===== config.mk =====
export PLATFORM = sky130hd
export DESIGN_NAME = tile_accum_engine
export DESIGN_NICKNAME = d
export VERILOG_FILES = /design/src/rtl/tile_accum_pkg.sv /design/src/rtl/tile_accum_engine_tile_queue.sv /design/src/rtl/tile_accum_engine.sv
export SDC_FILE = /design/constraint.sdc
export NUM_CORES = 2
export LEC_CHECK = 0
export CAP_MARGIN = 20
export CORE_UTILIZATION = 55
export CTS_CLUSTER_DIAMETER = 80
export DETAILED_ROUTE_END_ITERATION = 7
export HOLD_SLACK_MARGIN = 0.08
export PLACE_DENSITY = 0.79
export SLEW_MARGIN = 20
export SYNTH_ARGS = -nofsm -noshare
export SYNTH_HDL_FRONTEND = slang
export SYNTH_HIERARCHICAL = 1
export SYNTH_SLANG_ARGS = --single-unit

===== constraint.sdc =====
create_clock -name clk -period 16.05 [get_ports clk]
set_input_delay 4.815 -clock clk [delete_from_list [all_inputs] [get_ports clk]]
set_output_delay 4.815 -clock clk [all_outputs]
set_load 0.03 [all_outputs]

===== src/rtl/tile_accum_pkg.sv =====
// Shared types and helpers for the tile accumulation engine.
package tile_accum_pkg;

    typedef enum logic [1:0] {
        IDLE  = 2'd0,
        LOAD  = 2'd1,
        ACCUM = 2'd2,
        DONE  = 2'd3
    } state_e;

    typedef enum logic {
        MODE_SUM = 1'b0,
        MODE_MAX = 1'b1
    } mode_e;

    // Width needed to hold a tile count from 0 up to max_tiles inclusive.
    function automatic int cnt_width(input int max_tiles);
        return $clog2(max_tiles + 32'sd1);
    endfunction

    localparam int DEF_MAX_INPUT_TILES = 4;
    localparam int DEF_CNT_W           = cnt_width(DEF_MAX_INPUT_TILES);

    // Signed add of two sign-extended operands, clamped to the range of an
    // acc_w-bit signed number. The caller truncates the result to acc_w bits.
    function automatic logic signed [63:0] sat_add(input logic signed [63:0] a,
                                                   input logic signed [63:0] b,
                                                   input int acc_w);
        logic signed [64:0] sum_s;
        logic signed [64:0] hi_s;
        logic signed [64:0] lo_s;
        logic signed [63:0] res_s;
        sum_s = 65'(a) + 65'(b);
        hi_s  = (65'sd1 <<< (acc_w - 32'sd1)) - 65'sd1;
        lo_s  = -hi_s - 65'sd1;
        if (sum_s > hi_s) begin
            res_s = hi_s[63:0];
        end else if (sum_s < lo_s) begin
            res_s = lo_s[63:0];
        end else begin
            res_s = sum_s[63:0];
        end
        return res_s;
    endfunction

endpackage


===== src/rtl/tile_accum_engine_tile_queue.sv =====
// Tile FIFO: first-word-fall-through read, push ignored when full,
// pop ignored when empty, flush empties the queue and wins over push/pop.
module tile_queue
    import tile_accum_pkg::*;
#(
    parameter int DEPTH  = 4,
    parameter int DATA_W = 256,
    parameter int CNT_W  = cnt_width(DEPTH)
) (
    input  logic              clk,
    input  logic              reset,
    input  logic              push,
    input  logic              pop,
    input  logic              flush,
    input  logic [DATA_W-1:0] wdata,
    output logic [DATA_W-1:0] rdata,
    output logic              full,
    output logic              empty,
    output logic [CNT_W-1:0]  count
);

    localparam int PTR_W = (DEPTH > 1) ? $clog2(DEPTH) : 1;

    logic [DATA_W-1:0] mem_r [DEPTH];
    logic [PTR_W-1:0]  wr_ptr_r;
    logic [PTR_W-1:0]  rd_ptr_r;
    logic [CNT_W-1:0]  count_r;
    logic              push_ok_s;
    logic              pop_ok_s;

    assign full      = (count_r == CNT_W'(DEPTH));
    assign empty     = (count_r == '0);
    assign count     = count_r;
    assign rdata     = mem_r[rd_ptr_r];
    assign push_ok_s = push & ~full & ~flush;
    assign pop_ok_s  = pop & ~empty & ~flush;

    // Pointer and occupancy bookkeeping.
    always_ff @(posedge clk) begin
        if (reset || flush) begin
            wr_ptr_r <= '0;
            rd_ptr_r <= '0;
            count_r  <= '0;
        end else begin
            if (push_ok_s) begin
                wr_ptr_r <= wr_ptr_r + PTR_W'(1'b1);
            end
            if (pop_ok_s) begin
                rd_ptr_r <= rd_ptr_r + PTR_W'(1'b1);
            end
            case ({push_ok_s, pop_ok_s})
                2'b10:   count_r <= count_r + CNT_W'(1'b1);
                2'b01:   count_r <= count_r - CNT_W'(1'b1);
                default: count_r <= count_r;
            endcase
        end
    end

    // Tile storage; contents are only meaningful below the occupancy count.
    always_ff @(posedge clk) begin
        if (push_ok_s) begin
            mem_r[wr_ptr_r] <= wdata;
        end
    end

endmodule


===== src/rtl/tile_accum_engine.sv =====
// Buffers activation tiles, then reduces them lane-wise by saturating sum
// or signed max and holds the result until the consumer acknowledges it.
module tile_accum_engine
    import tile_accum_pkg::*;
#(
    parameter int WIDTH           = 16,
    parameter int LANES           = 16,
    parameter int MAX_INPUT_TILES = 4,
    parameter int ACC_WIDTH       = 24,
    parameter int CNT_W           = cnt_width(MAX_INPUT_TILES)
) (
    input  logic                             clk,
    input  logic                             reset,
    input  logic                             act_load,
    input  logic [CNT_W-1:0]                 num_input_tiles,
    input  logic                             mode,
    input  logic [LANES-1:0][WIDTH-1:0]      activation_input,
    input  logic                             result_ack,
    output logic                             ready,
    output logic                             busy,
    output logic [LANES-1:0][ACC_WIDTH-1:0]  accum_output,
    output logic [CNT_W-1:0]                 tiles_used,
    output logic                             overflow,
    output logic                             count_mismatch
);

    state_e                         state_r;
    mode_e                          md_r;
    logic [CNT_W-1:0]               tgt_r;
    logic [CNT_W-1:0]               loaded_r;
    logic [CNT_W-1:0]               pops_r;
    logic [CNT_W-1:0]               tiles_used_r;
    logic [CNT_W-1:0]               limit_s;
    logic [CNT_W-1:0]               q_count_s;
    logic                           ready_r;
    logic                           busy_r;
    logic                           overflow_r;
    logic                           mismatch_r;
    logic                           accum_last_s;
    logic                           q_push_s;
    logic                           q_pop_s;
    logic                           q_flush_s;
    logic                           q_full_s;
    logic                           q_empty_s;
    logic [LANES-1:0][WIDTH-1:0]    q_rdata_s;
    logic [LANES-1:0][ACC_WIDTH-1:0] acc_r;
    logic [LANES-1:0][ACC_WIDTH-1:0] acc_nxt_s;

    tile_queue #(
        .DEPTH  (MAX_INPUT_TILES),
        .DATA_W (LANES * WIDTH),
        .CNT_W  (CNT_W)
    ) u_queue (
        .clk   (clk),
        .reset (reset),
        .push  (q_push_s),
        .pop   (q_pop_s),
        .flush (q_flush_s),
        .wdata (activation_input),
        .rdata (q_rdata_s),
        .full  (q_full_s),
        .empty (q_empty_s),
        .count (q_count_s)
    );

    // Pop limit is the smaller of the requested and the actually loaded count;
    // the final ACCUM cycle is the last pop, or the only cycle when nothing pops.
    always_comb begin
        if (tgt_r < loaded_r) begin
            limit_s = tgt_r;
        end else begin
            limit_s = loaded_r;
        end
        if (state_r == ACCUM) begin
            accum_last_s = (limit_s == '0) || ((pops_r + CNT_W'(1'b1)) == limit_s);
        end else begin
            accum_last_s = 1'b0;
        end
    end

    // Queue control derived from the current state.
    always_comb begin
        q_push_s  = 1'b0;
        q_pop_s   = 1'b0;
        q_flush_s = 1'b0;
        case (state_r)
            IDLE:  q_push_s = act_load;
            LOAD:  q_push_s = act_load & ~q_full_s;
            ACCUM: begin
                q_pop_s   = (pops_r < limit_s) & ~q_empty_s;
                q_flush_s = accum_last_s;
            end
            DONE:    q_flush_s = result_ack;
            default: q_flush_s = 1'b0;
        endcase
    end

    // Lane-wise reduction of the queue head into the accumulator.
    always_comb begin
        logic signed [ACC_WIDTH-1:0] word_v;
        logic signed [ACC_WIDTH-1:0] acc_v;
        word_v    = '0;
        acc_v     = '0;
        acc_nxt_s = acc_r;
        for (int i = 0; i < LANES; i++) begin
            word_v = ACC_WIDTH'($signed(q_rdata_s[i]));
            acc_v  = $signed(acc_r[i]);
            if (pops_r == '0) begin
                acc_nxt_s[i] = word_v;
            end else if (md_r == MODE_MAX) begin
                acc_nxt_s[i] = (word_v > acc_v) ? word_v : acc_v;
            end else begin
                acc_nxt_s[i] = ACC_WIDTH'(sat_add(64'(word_v), 64'(acc_v), ACC_WIDTH));
            end
        end
    end

    // Control FSM with registered outputs and sticky error flags.
    always_ff @(posedge clk) begin
        if (reset) begin
            state_r      <= IDLE;
            md_r         <= MODE_SUM;
            tgt_r        <= '0;
            loaded_r     <= '0;
            pops_r       <= '0;
            tiles_used_r <= '0;
            acc_r        <= '0;
            ready_r      <= 1'b0;
            busy_r       <= 1'b0;
            overflow_r   <= 1'b0;
            mismatch_r   <= 1'b0;
        end else begin
            case (state_r)
                IDLE: begin
                    if (act_load) begin
                        tgt_r      <= num_input_tiles;
                        md_r       <= mode_e'(mode);
                        overflow_r <= 1'b0;
                        mismatch_r <= 1'b0;
                        busy_r     <= 1'b1;
                        state_r    <= LOAD;
                    end
                end
                LOAD: begin
                    if (act_load) begin
                        if (q_full_s) begin
                            overflow_r <= 1'b1;
                        end
                    end else begin
                        loaded_r <= q_count_s;
                        pops_r   <= '0;
                        if (q_count_s != tgt_r) begin
                            mismatch_r <= 1'b1;
                        end
                        state_r <= ACCUM;
                    end
                end
                ACCUM: begin
                    if (q_pop_s) begin
                        acc_r  <= acc_nxt_s;
                        pops_r <= pops_r + CNT_W'(1'b1);
                    end
                    if (accum_last_s) begin
                        if (limit_s == '0) begin
                            acc_r <= '0;
                        end
                        tiles_used_r <= limit_s;
                        ready_r      <= 1'b1;
                        state_r      <= DONE;
                    end
                end
                DONE: begin
                    if (result_ack) begin
                        acc_r        <= '0;
                        tiles_used_r <= '0;
                        loaded_r     <= '0;
                        pops_r       <= '0;
                        ready_r      <= 1'b0;
                        busy_r       <= 1'b0;
                        state_r      <= IDLE;
                    end
                end
                default: begin
                    state_r <= IDLE;
                    ready_r <= 1'b0;
                    busy_r  <= 1'b0;
                end
            endcase
        end
    end

    assign ready          = ready_r;
    assign busy           = busy_r;
    assign accum_output   = acc_r;
    assign tiles_used     = tiles_used_r;
    assign overflow       = overflow_r;
    assign count_mismatch = mismatch_r;

endmodule


==> qor.csv <==
metric,value,unit
synth_top_cell_by_area,edfxtp_1,
synth_top_cell_area_share,33.7,%
post_synth.cell_area_avg,10.4,um^2
insertion_delay,0.87,ns
power_density,127,nW/um^2
cts_buffers,161,
antenna_found_initial,27,
worstSetupPathType,in2reg,
initial_core_util,55.4,%
place_congestion,0.985,
grtUsageMet2,52.3,%
status,"complete, no violations",
synth_edf_count,1024,
post_drt_wl_per_cell,25.6,um
finalHoldViolations,0,
synth_area,91300,um^2
ys_types,121,
seqPwrFrac,35.0,%
p_sw,5.01,mW
drt-total-wl,297,mm
cts_root_buffer,clkbuf_16,
grt_pass1_vias,72600,
max_freq,0.115,GHz
ys_top_cells_by_area,"edfxtp_1 34%, ha_1 11%, dfxtp_1 9.0%",
cts.clk_slew.worst_paths,0.06,ns
final_layout_size_suffix_gt1_share,8.37,%
pwr-share-comb,36.5,%
placed_cells,11300,
tightestPinTransition,1.22,ns
rsz0062_at_grt,false,
slew_headroom,18.7,%
vdd_drop_max,0.122,mV
grt_overflow,0,
switching_share,37.5,%
setup-tns-final,0,ns
endpoint_kind,flip-flop,
clkPwrFrac,28.4,%
leakagePower,37.4,nW
required,16.77,ns
core-area,165000,um^2
track_usage,34.4,%
power.internal,8.34,mW
pin_count,655,
cts_resized,0,
io_buffers,654,
num_rows,149,
use_met3,8.07,%
ant_nets,0,
die_area,168000,um^2
die_y,409,um
start_kind,primary input,
dp_hpwl,206,mm
clockBufferDepth,3,
maxCapViolations,0,
hold_class,reg2reg,
grt_max_degree,163,
cpPeakStageDelay,0.91,ns
drv_slew,0,
cts_setup_buffers,0,
clock_skew,0.0497,ns
cts_htree_levels,4,
viasPerCell,6.46,
vias,74900,
synth_nets,9858,
critPathMaxFanout,74,
cp_common_cell,buf_4,
use_met1,46.5,%
busiest_layer,met2,
die_w,409,um
num-nets-final,10300,
fin_cells,11600,
drt_iter0_drc,7640,
drc,0,
dr.pass1.iters,6,
synth-seq-area-share,42.7,%
ys_warn_count,6,
cts_sinks,1436,
grt_pass1_wl,444,mm
ctsHoldBuffers,0,
fill_cells,13000,
synth-async-reset-ratio,0,%
path_cells,buf_6 -> buf_4 -> clkinv_1 -> o2111ai_4 -> buf_4 -> nor2_1 -> a31oi_1 -> nand2_1 -> a21oi_1 -> or3_1 -> nand3_1,
period_needed,8.70,ns
cpMaxStageDelayCell,clkinv_1,
setup_violations,0,
period_share,54.2,%
cts_tree,done,
syn_inst,8792,
area.growth.synth_to_final,14.7,%
ys.flop_type,edfxtp_1,
ys_ff_latch,1436,
worstPathArrival,9.43,ns
cell type report:
cell class                 instances  area (um^2)  share of cell area [%]
multi-input combinational       6195        47600                    45.4
sequential                      1436        39000                    37.2
antenna                            7         17.5                  0.0167
clock buffer                     205         4320                    4.12
timing repair buffer             739         7240                    6.91
inverter                         733         2750                    2.63
tap                             2189         2740                    2.61
clock inverter                    97         1090                    1.05
worst paths after layout:
check,depth (start not counted),end,startpoint,slack [ns]
setup / recovery,11,accum_output[331],reset,7.35
hold / removal,2,count_mismatch,count_mismatch,0.48
setup reg to reg,23,accum_output[331],loaded_r[2],8.79
hold reg to reg,2,count_mismatch,count_mismatch,0.48
synthesized netlist by cell type (all sizes together) (101+ instances only):
cell	number
edfxtp	1024
a21oi	793
ha	785
inv	731
o21ai	687
nor2	621
nand2	441
dfxtp	412
clkbuf	281
mux4	256
xnor2	245
nor3	167
a22oi	151
buf	147
nor2b	123
nand2b	116
a21o	107
a211oi	101
o31ai	101
power groups by stage:
stage               combinational (mW)  sequential [mW]  clock, mW
floorplan                         3.38             4.84          0
global placement                  4.65             4.70          0
detailed placement                4.73             4.75          0
CTS                               4.77             4.68       3.83
global route                      5.27             4.71       3.96
finish                            4.88             4.68       3.79
layer usage:
layer	wire length, um	share of wire (%)
met1	121000	41
met2	130000	44
met3	29900	10
met4	14700	5.0
met5	223	0.075
state kept, by name (all words and copies together), names as in the netlist, named ones only:
name	cells
md_r	1
u_queue/count	3
u_queue/wr_ptr_r	2
u_queue/mem_r	1024
pops_r	3
count_mismatch	1
tiles_used	3
loaded_r	3
busy	1
accum_output	384
u_queue/rd_ptr_r	2
tgt_r	3
ready	1
overflow	1
state_r	2
kinds of logic after synthesis:
group                      after synthesis  share of synthesized area [%]
xor gates and xnor gates               306                           2.93
muxes                                  358                           7.46
buffers and inverters                 1161                           5.43
and+or+nand+nor                       1901                           10.0
DFF                                   1436                           42.7
AOI/OAI and AO/OA                     2823                           20.3
adders and majority gates              807                           11.2
cell usage in the layout (no fill, tap or decap), types with 245 or more instances in the layout:
master and n:
o21ai_0 632, clkdlybuf4s50_1 653, a21oi_1 788, ha_1 785, dfxtp_1 409, mux4_2 256
edfxtp_1 1024, inv_1 728, nand2_1 437, nor2_1 609, xnor2_1 245
through the flow:
step	instance area [um^2]	util, %	hold slack [ns]	power (mW)	setup slack [ns]
2_1_floorplan	91300	-	0.449	8.22	3.95
6_report	105000	63.6	0.481	13.3	7.35
4_1_cts	105000	63.6	0.485	13.3	7.52
3_3_place_gp	99300	60.3	0.460	9.36	6.68
5_1_grt	105000	63.6	0.513	13.9	7.18
3_5_place_dp	99300	60.3	0.475	9.48	6.64
worst max-delay path: cells and delay by family:
kind / cells / cell delay, ns
AOI/OAI and AO/OA: 3 / 0.83
buffers and inverters: 4 / 2.91
and+or+nand+nor: 4 / 0.75
(Power assumes the default switching activity.)
